**config.mk**
```make
export PLATFORM = sky130hd
export DESIGN_NAME = pc_sequencer_flat
export DESIGN_NICKNAME = d
export VERILOG_FILES = /design/src/rtl/pc_sequencer_if.sv /design/src/rtl/pc_sequencer.sv /design/src/flat_wrapper.sv
export SDC_FILE = /design/constraint.sdc
export NUM_CORES = 1
export LEC_CHECK = 0
export ABC_CLOCK_PERIOD_IN_PS = 4000
export BUFFER_PORTS_ARGS = -buffer_cell sky130_fd_sc_hd__buf_2
export CORE_ASPECT_RATIO = 0.5
export CORE_MARGIN = 1.5
export CORE_UTILIZATION = 40
export DETAILED_ROUTE_END_ITERATION = 10
export GPL_TIMING_DRIVEN = 0
export PLACE_DENSITY = 0.85
export SYNTH_ARGS = -nofsm -noshare
export SYNTH_HDL_FRONTEND = slang
export SYNTH_SLANG_ARGS = --single-unit
```
**constraint.sdc**
```tcl
create_clock -name clk -period 4 [get_ports clk]
set_input_delay 0.8 -clock clk [delete_from_list [all_inputs] [get_ports clk]]
set_output_delay 0.8 -clock clk [all_outputs]
set_load 0.1 [all_outputs]
```
**src/rtl/pc_sequencer_if.sv**
```systemverilog
// pc_sequencer_if: bundles the counter, fetch, decode-handoff, redirect and
// run-control signals of the PC sequencer.
//   master modport : the sequencer side (drives strobes, mem_req, instr, status)
//   slave modport  : the environment side (counter, memory, decoder, run control)
//   WIDTH          : MSB index of every address (addresses are WIDTH+1 bits)
interface pc_sequencer_if #(
    parameter int WIDTH = 11
);
    logic [WIDTH:0] ctr_val;
    logic           ctr_load;
    logic           ctr_inc;
    logic [WIDTH:0] ctr_load_val;
    logic           mem_req;
    logic [WIDTH:0] mem_addr;
    logic           mem_ack;
    logic [15:0]    mem_rdata;
    logic           instr_valid;
    logic [15:0]    instr;
    logic           instr_ready;
    logic           jmp_en;
    logic [WIDTH:0] jmp_addr;
    logic           redirect_valid;
    logic [WIDTH:0] redirect_addr;
    logic           redirect_ready;
    logic           halt_req;
    logic           resume;
    logic           halted;
    logic           pc_wrap;

    modport master (
        input  ctr_val, mem_ack, mem_rdata, instr_ready, jmp_en, jmp_addr,
               redirect_valid, redirect_addr, halt_req, resume,
        output ctr_load, ctr_inc, ctr_load_val, mem_req, mem_addr, instr_valid,
               instr, redirect_ready, halted, pc_wrap
    );

    modport slave (
        output ctr_val, mem_ack, mem_rdata, instr_ready, jmp_en, jmp_addr,
               redirect_valid, redirect_addr, halt_req, resume,
        input  ctr_load, ctr_inc, ctr_load_val, mem_req, mem_addr, instr_valid,
               instr, redirect_ready, halted, pc_wrap
    );
endinterface

```
**src/rtl/pc_sequencer.sv**
```systemverilog
// pc_sequencer: program-counter sequencer that boots an external counter,
// fetches instructions, hands them to the decoder and handles jumps,
// redirects and halt/resume.
//   clk   : single clock, rising edge
//   rst_n : asynchronous active-low reset
//   bus   : pc_sequencer_if.master (counter strobes, fetch handshake,
//           decoder handoff, redirect handshake, run control)
// Only instr is registered; every other output is decoded from state and inputs.
module pc_sequencer #(
    parameter int             WIDTH     = 11,
    parameter logic [WIDTH:0] RESET_VEC = '0
) (
    input  logic          clk,
    input  logic          rst_n,
    pc_sequencer_if.master bus
);
    typedef enum logic [2:0] {RST, BOOT, FETCH, DISPATCH, HALT} state_t;

    state_t         state_q, state_d;
    logic [15:0]    instr_q, instr_d;
    logic           halt_pend_q, halt_pend_d;
    logic           ctr_load, ctr_inc, mem_req, instr_valid;
    logic           redirect_ready, halted, halt_now;
    logic [WIDTH:0] ctr_load_val, mem_addr;

    always_ff @(posedge clk or negedge rst_n) begin
        if (!rst_n) begin
            state_q     <= RST;
            instr_q     <= '0;
            halt_pend_q <= 1'b0;
        end else begin
            state_q     <= state_d;
            instr_q     <= instr_d;
            halt_pend_q <= halt_pend_d;
        end
    end

    // A halt request seen while running is remembered so a short pulse in
    // FETCH still stops the core after the next dispatch handshake.
    assign halt_now = bus.halt_req | halt_pend_q;

    always_comb begin
        state_d        = state_q;
        instr_d        = instr_q;
        ctr_load       = 1'b0;
        ctr_inc        = 1'b0;
        ctr_load_val   = '0;
        mem_req        = 1'b0;
        mem_addr       = '0;
        instr_valid    = 1'b0;
        redirect_ready = 1'b0;
        halted         = 1'b0;
        unique case (state_q)
            RST: state_d = BOOT;
            BOOT: begin
                ctr_load     = 1'b1;
                ctr_load_val = RESET_VEC;
                state_d      = FETCH;
            end
            FETCH: begin
                mem_req  = 1'b1;
                mem_addr = bus.ctr_val;
                if (bus.mem_ack) begin
                    instr_d = bus.mem_rdata;
                    state_d = DISPATCH;
                end
            end
            DISPATCH: begin
                // A redirect wins over the decoder handshake and drops the
                // fetched instruction.
                if (bus.redirect_valid) begin
                    redirect_ready = 1'b1;
                    ctr_load       = 1'b1;
                    ctr_load_val   = bus.redirect_addr;
                    state_d        = halt_now ? HALT : FETCH;
                end else begin
                    instr_valid = 1'b1;
                    if (bus.instr_ready) begin
                        ctr_load     = bus.jmp_en;
                        ctr_inc      = !bus.jmp_en;
                        ctr_load_val = bus.jmp_en ? bus.jmp_addr : '0;
                        state_d      = halt_now ? HALT : FETCH;
                    end
                end
            end
            HALT: begin
                halted = 1'b1;
                if (bus.redirect_valid) begin
                    redirect_ready = 1'b1;
                    ctr_load       = 1'b1;
                    ctr_load_val   = bus.redirect_addr;
                end
                if (bus.resume) state_d = FETCH;
            end
            default: state_d = RST;
        endcase
        halt_pend_d = (state_d == HALT || state_q == HALT) ? 1'b0 :
                      halt_pend_q | (bus.halt_req & (state_q == FETCH || state_q == DISPATCH));
    end

    assign bus.ctr_load       = ctr_load;
    assign bus.ctr_inc        = ctr_inc;
    assign bus.ctr_load_val   = ctr_load_val;
    assign bus.mem_req        = mem_req;
    assign bus.mem_addr       = mem_addr;
    assign bus.instr_valid    = instr_valid;
    assign bus.instr          = instr_q;
    assign bus.redirect_ready = redirect_ready;
    assign bus.halted         = halted;
    assign bus.pc_wrap        = ctr_inc & (&bus.ctr_val);
endmodule

```
**src/flat_wrapper.sv**
```systemverilog
// flat-port wrapper written by rule: the top's interface ports become plain ports
module pc_sequencer_flat 
#(
    parameter int             WIDTH     = 11,
    parameter logic [WIDTH:0] RESET_VEC = '0
)
  (clk, rst_n, bus_ctr_val, bus_mem_ack, bus_mem_rdata, bus_instr_ready, bus_jmp_en, bus_jmp_addr, bus_redirect_valid, bus_redirect_addr, bus_halt_req, bus_resume, bus_ctr_load, bus_ctr_inc, bus_ctr_load_val, bus_mem_req, bus_mem_addr, bus_instr_valid, bus_instr, bus_redirect_ready, bus_halted, bus_pc_wrap);
  pc_sequencer_if #(.WIDTH(WIDTH)) bus_i ();
  input  logic clk;
  input  logic rst_n;
  input wire logic [$bits(bus_i.ctr_val)-1:0] bus_ctr_val;
  input wire logic [$bits(bus_i.mem_ack)-1:0] bus_mem_ack;
  input wire logic [$bits(bus_i.mem_rdata)-1:0] bus_mem_rdata;
  input wire logic [$bits(bus_i.instr_ready)-1:0] bus_instr_ready;
  input wire logic [$bits(bus_i.jmp_en)-1:0] bus_jmp_en;
  input wire logic [$bits(bus_i.jmp_addr)-1:0] bus_jmp_addr;
  input wire logic [$bits(bus_i.redirect_valid)-1:0] bus_redirect_valid;
  input wire logic [$bits(bus_i.redirect_addr)-1:0] bus_redirect_addr;
  input wire logic [$bits(bus_i.halt_req)-1:0] bus_halt_req;
  input wire logic [$bits(bus_i.resume)-1:0] bus_resume;
  output wire logic [$bits(bus_i.ctr_load)-1:0] bus_ctr_load;
  output wire logic [$bits(bus_i.ctr_inc)-1:0] bus_ctr_inc;
  output wire logic [$bits(bus_i.ctr_load_val)-1:0] bus_ctr_load_val;
  output wire logic [$bits(bus_i.mem_req)-1:0] bus_mem_req;
  output wire logic [$bits(bus_i.mem_addr)-1:0] bus_mem_addr;
  output wire logic [$bits(bus_i.instr_valid)-1:0] bus_instr_valid;
  output wire logic [$bits(bus_i.instr)-1:0] bus_instr;
  output wire logic [$bits(bus_i.redirect_ready)-1:0] bus_redirect_ready;
  output wire logic [$bits(bus_i.halted)-1:0] bus_halted;
  output wire logic [$bits(bus_i.pc_wrap)-1:0] bus_pc_wrap;
  assign bus_i.ctr_val = bus_ctr_val;
  assign bus_i.mem_ack = bus_mem_ack;
  assign bus_i.mem_rdata = bus_mem_rdata;
  assign bus_i.instr_ready = bus_instr_ready;
  assign bus_i.jmp_en = bus_jmp_en;
  assign bus_i.jmp_addr = bus_jmp_addr;
  assign bus_i.redirect_valid = bus_redirect_valid;
  assign bus_i.redirect_addr = bus_redirect_addr;
  assign bus_i.halt_req = bus_halt_req;
  assign bus_i.resume = bus_resume;
  assign bus_ctr_load = bus_i.ctr_load;
  assign bus_ctr_inc = bus_i.ctr_inc;
  assign bus_ctr_load_val = bus_i.ctr_load_val;
  assign bus_mem_req = bus_i.mem_req;
  assign bus_mem_addr = bus_i.mem_addr;
  assign bus_instr_valid = bus_i.instr_valid;
  assign bus_instr = bus_i.instr;
  assign bus_redirect_ready = bus_i.redirect_ready;
  assign bus_halted = bus_i.halted;
  assign bus_pc_wrap = bus_i.pc_wrap;
  pc_sequencer #(.WIDTH(WIDTH), .RESET_VEC(RESET_VEC)) u_core (.clk(clk), .rst_n(rst_n), .bus(bus_i));
endmodule
```
== Word level (Yosys, flattened, before mapping) ==
Cells that the tools add are included.

* Equal/unequal tests: 5
* Mux-type cells: 25
* Bitwise gates (word level): 4
* Reductions and logical operators: 7

{| class="wikitable"
|+ Operator list
! operator !! count
|-
| 12-bit two-way mux || 5
|-
| 12-bit case mux with 2 select lines || 1
|-
| 3-bit two-way mux || 5
|-
| 3-bit case mux with 5 select lines || 1
|-
| 1-bit two-way mux || 12
|-
| 12-bit AND reduction || 1
|-
| 3-bit by 2-bit == test with 1-bit output (second input constant) || 2
|-
| 3-bit == test (second input constant) || 2
|-
| 3-bit by 1-bit == test with 1-bit output (second input constant) || 1
|-
| 3-bit logical NOT || 1
|-
| 1-bit case mux with 3 select lines || 1
|-
| 1-bit bitwise AND || 2
|-
| 1-bit logical OR || 2
|-
| 1-bit bitwise OR || 2
|-
| 2-bit AND reduction || 1
|-
| 2-bit OR reduction || 1
|-
| 1-bit logical NOT || 1
|}

* Register bits after elaboration: 20
* Bits of input ports: 60
* Output and inout port bits: 47
* Logic and storage cells: 44

== Logic depth before layout (Yosys ltp) ==
Gate-level depths: netlist of run 1.

* Word-level depth: 8
* Gate-level depth with buffers: 6
* Gate-level depth less buffers: 4

== Worst setup path after synthesis of run 1 ==
OpenSTA, ideal clock, no wires.

* Path kind: input -> output
* Start: in bus_redirect_valid
* End: out bus_pc_wrap
* Data arrival time: 4.551 ns
* Required time: 3.200 ns
* Path slack: -1.351 ns
* Stages on the path: 3
* Buffers on the path: 0
* Cell sequence: and4bb_2 > nand2_1 > nor4_1

* Cells in the longest elaborated chain, start to end: 3

{| class="wikitable"
|+ RTL lines
! what !! line !! text
|-
| start, declared || flat_wrapper.sv:17 || <nowiki>input wire logic [$bits(bus_i.redirect_valid)-1:0] bus_redirect_valid;</nowiki>
|-
| 1-bit two-way mux || pc_sequencer.sv:71 || <nowiki>if (bus.redirect_valid) begin</nowiki>
|-
| 1-bit two-way mux || pc_sequencer.sv:53 || <nowiki>unique case (state_q)</nowiki>
|-
| 1-bit bitwise AND || pc_sequencer.sv:110 || <nowiki>assign bus.pc_wrap = ctr_inc & (&bus.ctr_val);</nowiki>
|-
| end, declared || flat_wrapper.sv:30 || <nowiki>output wire logic [$bits(bus_i.pc_wrap)-1:0] bus_pc_wrap;</nowiki>
|}

Every way passes these cells.

== Worst setup path in the final report of run 1 ==
* Start: in bus_redirect_valid
* End: out bus_ctr_load_val[2]

* Cells in the longest elaborated chain, start to end: 2
* Elaborated cells between the ends (all ways): 3
* Classes of those cells: mux (3)

{| class="wikitable"
|+ RTL lines
! what !! line !! text
|-
| 12-bit two-way mux (on tied branches) || pc_sequencer.sv:88, pc_sequencer.sv:71 ||
|-
| 12-bit case mux with 2 select lines * || pc_sequencer.sv:53 ||
|-
| end, declared || flat_wrapper.sv:23 || <nowiki>output wire logic [$bits(bus_i.ctr_load_val)-1:0] bus_ctr_load_val;</nowiki>
|}

Every way passes the cells marked *; elsewhere a longest branch is shown, timed or not.

==> metrics.txt, run 1 <==
CP bufs+invs=3; DP Wirelength=2490 um; clock root buffer=clkbuf_8; DRT Pass-1 Iters=4; final worst-path cycle share=77.1%; Hold WC Path Type=in2async; cell repeated most along the worst path=buf_2; synth-to-layout area growth=55.3%; Chip Height=41.7 um; crit path DAT=2.28 ns; critical-path cell list=buf_2 > clkbuf_1 > a21boi_4 > a22o_1 > buf_2; Max Fclk=324 MHz; final setup fails=0; status=finished, final reports clean; post-CTS setup buffer count=0; ANT cells=0; CP Launch Type=input port; worst path required time=3.20 ns; fraction of registers with async set/reset=100%; initial core utilization=44.1%; first-pass GRT wire length=4900 um; Critical Path Fanout Max=10; MaxCap Viol Count=0; prevailing post-synth register cell=dfrtp_1; vias in the first global route=1147; Final GP Congestion=0.845; Detailed Route Iter0 Violations=24; RSZ-0062 raised after global routing=no; dpl ws=0.910 ns; Cell variety after synth=29; biggest area consumer among synthesized cells=dfrtp_1; Synth Area in Adders=0%; die area=3350 sq um; Yosys reg bits=20; Ports=107; largest net degree at the start of global routing=21; Max Slew Vio Count=0; multiplexer area fraction after synthesis=22.3%; final wirelength=3020 um; layout cell share with drive strength beyond 1=62.8%; most frequent cell after synthesis=dfrtp_1; # resized after CTS=0; ANT nets after route=0; Simple-Gate Fraction of Synth Area=19.1%; Fin Setup TNS=0 ns; minimum clock period after layout=3.08 ns; initial antenna violation count=0; wire length per cell=12.0 um; Post-Synthesis Cells=105; Largest stage delay, worst path=0.42 ns; setup ws final=0.916 ns; Post-Syn Area per Cell=11.4 sq um; Synth Area in Compound Gates=12.2%; syn nets=165; core area=2720 sq um; share of the synthesized area in the top cell type=41.8%; fin nets=276; die width=80.4 um; Cell Area, Synth=1200 sq um; EDFF count, synth=0; actual slew at the worst max-slew pin=0.529 ns; Final Skew=0.00173 ns; Vias=1206; Post-CTS Hold Buffers=0; clk_lat worst skew=0.25 ns; grt total ovfl=0; Max clock buf depth=2; utilization after layout=68.5%; Post-Synth XOR/XNOR Area=0%; row cnt=13; CTS Sinks=20; Synth area leaders=dfrtp_1 42%, mux2_4 13%, and2_1 6.8%; DR vias/cell=4.79; Yosys Warn Count=0; delay-heaviest family, CP=buffers and inverters; Worst-path clk slew=0.07 ns; CP max stage cell=buf_2; final hold violation count=0; CTS tree=done; cts bufs inserted=3; CTS H-tree lvls=1; largest family of logic cells by synthesized area=multiplexers; crit path capture type=output pin; IO buf count=106; WHS=0.469 ns; Slew HR=64.7%; sequential share of the synthesized area=41.8%; critical path class=in2out; DRC=0; GRT Util Overall=18.4%; Commonest cells post-synth=20 x dfrtp_1, 13 x and2_1, 10 x mux2_4
## sequential cells by signal, indices dropped and copies added (netlist names)
register / flops
u_core.bus.instr: 16
u_core.halt_pend_q: 1
u_core.state_q: 3
## kinds of logic after synthesis
group	Yosys count
DFF	20
buffers and inverters	8
and+or+nand+nor	37
muxes	21
AOI/OAI and AO/OA	19
## area by class of cell
cell class                 count  area [sq um]
inverter                       2          7.51
clock buffer                   3          41.3
sequential                    20           500
fill                         213           855
buffer                         6          47.5
multi-input combinational     77           658
clock inverter                 1          30.0
tap                           37          46.3
timing repair buffer         106           531
## per-layer routing
layer  GRT usage [%]  up-vias  part of all wire, %
met5               0        -                    0
met1            20.9      549                   43
li1                -      598                    -
met4            5.52        0                 0.70
met2            35.0       57                   50
met3            3.30        2                  6.8
## cells in the final DEF, fill, tap and decap left out, drive strengths merged, types with 2 or more instances in the layout
| cell type | synthesis | layout |
|---|---|---|
| nor2 | 8 | 8 |
| mux2 | 16 | 16 |
| buf | 2 | 108 |
| nand2 | 3 | 3 |
| mux2i | 5 | 5 |
| dfrtp | 20 | 20 |
| clkbuf | 4 | 7 |
| a21oi | 2 | 2 |
| o22ai | 2 | 2 |
| o21ai | 5 | 5 |
| a22o | 7 | 7 |
| nand4 | 3 | 3 |
| and2 | 13 | 13 |
| nor2b | 2 | 2 |
| inv | 2 | 2 |
## worst paths after layout
path,from,endpoint,depth (start not counted),slack [ns]
min in group clk,u_core.bus.instr[3]$_DFFE_PN0P_,u_core.bus.instr[3]$_DFFE_PN0P_,1,0.51
worst min-delay path,rst_n,u_core.bus.instr[6]$_DFFE_PN0P_,1,0.47
worst max register to register,u_core.state_q[0]$_DFF_PN0_,u_core.bus.instr[8]$_DFFE_PN0P_,6,2.32
worst max-delay path,bus_redirect_valid,bus_ctr_load_val[2],5,0.92
max in group asynchronous,rst_n,u_core.bus.instr[5]$_DFFE_PN0P_,1,3.24
worst min register to register,u_core.bus.instr[3]$_DFFE_PN0P_,u_core.bus.instr[3]$_DFFE_PN0P_,1,0.51
## through the flow
stage / instances / area, sq um
after floorplan: 105 / 1210
after global placement: 248 / 1790
after detailed placement: 248 / 1790
after CTS: 252 / 1860
after global routing: 252 / 1860
final: 252 / 1860
Power of run 1 is left out: the tool's default activity adds up to more than one toggle a clock period on the data nets, which glitch-free logic cannot reach.
==> run 2, diff against run 1 <==
- ABC_CLOCK_PERIOD_IN_PS: 4000 -> 2600
- CORE_UTILIZATION: 40 -> 34
- PLACE_DENSITY: 0.85 -> 0.77
- clock period: 4 -> 2.6 ns (I/O delays scaled with it)
==> run 2 against run 1 <==
Register-to-register slack got worse by 1.4 ns. Die area up 17%. Clock-buffer cell count did not move. Clock skew up 0.0014 ns. Highest routed layer unchanged. Sequential share of layout area shrank 2.7 points. Via count decreased by 0.83%. Global-route usage decreased by 3.1 points. Largest cell class unchanged. Critical path depth did not move. First-iteration DRC count is 29% lower. Sequential cell count unchanged.
==> metrics.txt, run 2 (same netlist as run 1, synthesis figures left out) <==
cts bufs inserted=3 (unchanged); final setup fails=0 (unchanged); CP Launch Type=flop (was input port); CP max stage cell=or3b_4 (was buf_2); crit path capture type=output pin (unchanged); GRT Util Overall=15.3% (was 18.4%); setup slack, reg-to-reg=0.95 ns (was 2.32 ns); initial core utilization=37.8% (was 44.1%); Critical Path Fanout Max=9 (was 10); critical-path cell list=clkbuf_8 > or3b_4 > a21boi_4 > a22o_4 > buf_4 (was buf_2 > clkbuf_1 > a21boi_4 > a22o_1 > buf_2); Largest stage delay, worst path=0.44 ns (was 0.42 ns); initial antenna violation count=0 (unchanged); die area=3910 sq um (was 3350 sq um); wire length per cell=11.5 um (was 12.0 um); ANT nets after route=0 (unchanged); MaxCap Viol Count=0 (unchanged); CTS H-tree lvls=1 (unchanged); grt total ovfl=0 (unchanged); CTS tree=done (unchanged); worst path required time=2.08 ns (was 3.20 ns); Final GP Congestion=0.798 (was 0.845); DRT Pass-1 Iters=4 (unchanged); Chip Height=45.0 um (was 41.7 um); dpl cells=259 (was 248); Max clock buf depth=2 (unchanged); Ports=107 (unchanged); Final Skew=0.00310 ns (was 0.00173 ns); die width=87.0 um (was 80.4 um); CTS Sinks=20 (unchanged); utilization after layout=65.4% (was 68.5%); delay-heaviest family, CP=compound AO/OA/AOI/OAI gates (was buffers and inverters); clk_lat worst skew=0.25 ns (about the same); fin nets=275 (was 276); Worst-path clk slew=0.07 ns (about the same); Vias=1196 (was 1206); row cnt=14 (was 13); most frequent cells in the layout=93 x buf_2, 19 x dfrtp_1, 10 x mux2_4, 9 x and2_2 (was 106 x buf_2, 20 x dfrtp_1, 13 x and2_1, 10 x mux2_4, 8 x nor2_1); WHS=0.187 ns (was 0.469 ns); largest net degree at the start of global routing=21 (unchanged); final std cells w/o fill=262 (was 252); Max Fclk=396 MHz; first-pass GRT wire length=4690 um (was 4900 um); DP Wirelength=2500 um (was 2490 um); vias in the first global route=1117 (was 1147); clock root buffer=clkbuf_8 (unchanged); core area=3170 sq um (was 2720 sq um); max FFs per register=16 (unchanged); final worst-path cycle share=97.1%; synth-to-layout area growth=73.0% (was 55.3%); final hold violation count=0 (unchanged); layout cell share with drive strength beyond 1=76.6% (was 62.8%); R2R Path End=u_core.bus.instr[10]$_DFFE_PN0P_ (was u_core.bus.instr[8]$_DFFE_PN0P_); R2R cell count=6 (unchanged); actual slew at the worst max-slew pin=0.490 ns (was 0.529 ns); Slew HR=67.6% (was 64.7%); CP bufs+invs=2 (was 3); DRC=0 (unchanged); Hold WC Path Type=in2async (unchanged); most common cell after layout, fill and taps aside=buf_2 (unchanged); ANT cells=0 (unchanged); RSZ-0062 raised after global routing=no (unchanged); Fin Setup TNS=0 ns (unchanged); critical path class=reg2out (was in2out); Max Slew Vio Count=0 (unchanged); status=finished, final reports clean (unchanged); IO buf count=106 (unchanged); DR vias/cell=4.56 (was 4.79); final wirelength=3010 um (was 3020 um); Detailed Route Iter0 Violations=17 (was 24); reg-to-reg startpoint=u_core.state_q[0]$_DFF_PN0_ (unchanged); minimum clock period after layout=2.52 ns; crit path DAT=2.00 ns (was 2.28 ns)
run 2: per-stage QoR:
stage	setup WS [ns]	cell area [sq um]
2_1_floorplan	-0.225	1380
3_3_place_gp	0.00378	1970
3_5_place_dp	0.00769	1970
4_1_cts	0.00813	2060
5_1_grt	0.00412	2070
6_report	0.0765	2070
run 2: worst max-delay path by stage:
stage / from / endpoint / slack (ns) / depth (start not counted)
CTS: u_core.state_q[2]$_DFF_PN0_ / bus_ctr_load_val[4] / 0.008 / 5
global placement: bus_redirect_valid / bus_ctr_load_val[1] / 0.004 / 6
floorplan: bus_redirect_valid / bus_pc_wrap / -0.22 / 3
detailed placement: bus_redirect_valid / bus_ctr_load_val[4] / 0.008 / 6
finish: u_core.state_q[0]$_DFF_PN0_ / bus_ctr_load_val[2] / 0.08 / 5
global route: u_core.state_q[0]$_DFF_PN0_ / bus_ctr_load_val[4] / 0.004 / 5
run 2: repair_timing:
item | 4_1_cts | 5_1_grt
hold endpoints to repair | 0 | 0
hold buffers | 0 | 0
setup endpoints to repair | 7 | 13
pin swaps | 0 | 1
resized for setup | 7 | 6
setup buffers | 0 | 0
run 2: worst register-to-register path: cells and delay by family, from the launching register on:
kind | cells | cell delay (ns)
buf+inv | 3 | 0.45
flops | 1 | 0.37
mux | 1 | 0.31
simple gates | 2 | 0.42
run 2: area by class of cell:
| class | instances | area, sq um |
|---|---|---|
| inverter | 2 | 11.3 |
| buffer | 5 | 55.1 |
| timing repair buffer | 106 | 563 |
| fill | 262 | 1100 |
| tap | 48 | 60.1 |
| multi-input combinational | 77 | 811 |
| clock buffer | 3 | 41.3 |
| sequential | 20 | 502 |
| clock inverter | 1 | 30.0 |
run 2: layer usage:
layer  GRT usage [%]  vias to the layer above  share of wire, %
li1                -                      600                 -
met1            17.6                      546                41
met2            30.1                       48                52
met3            3.66                        2               6.1
met4            1.94                        0              0.53
met5               0                        -                 0
Power of run 2 is left out for the same reason.
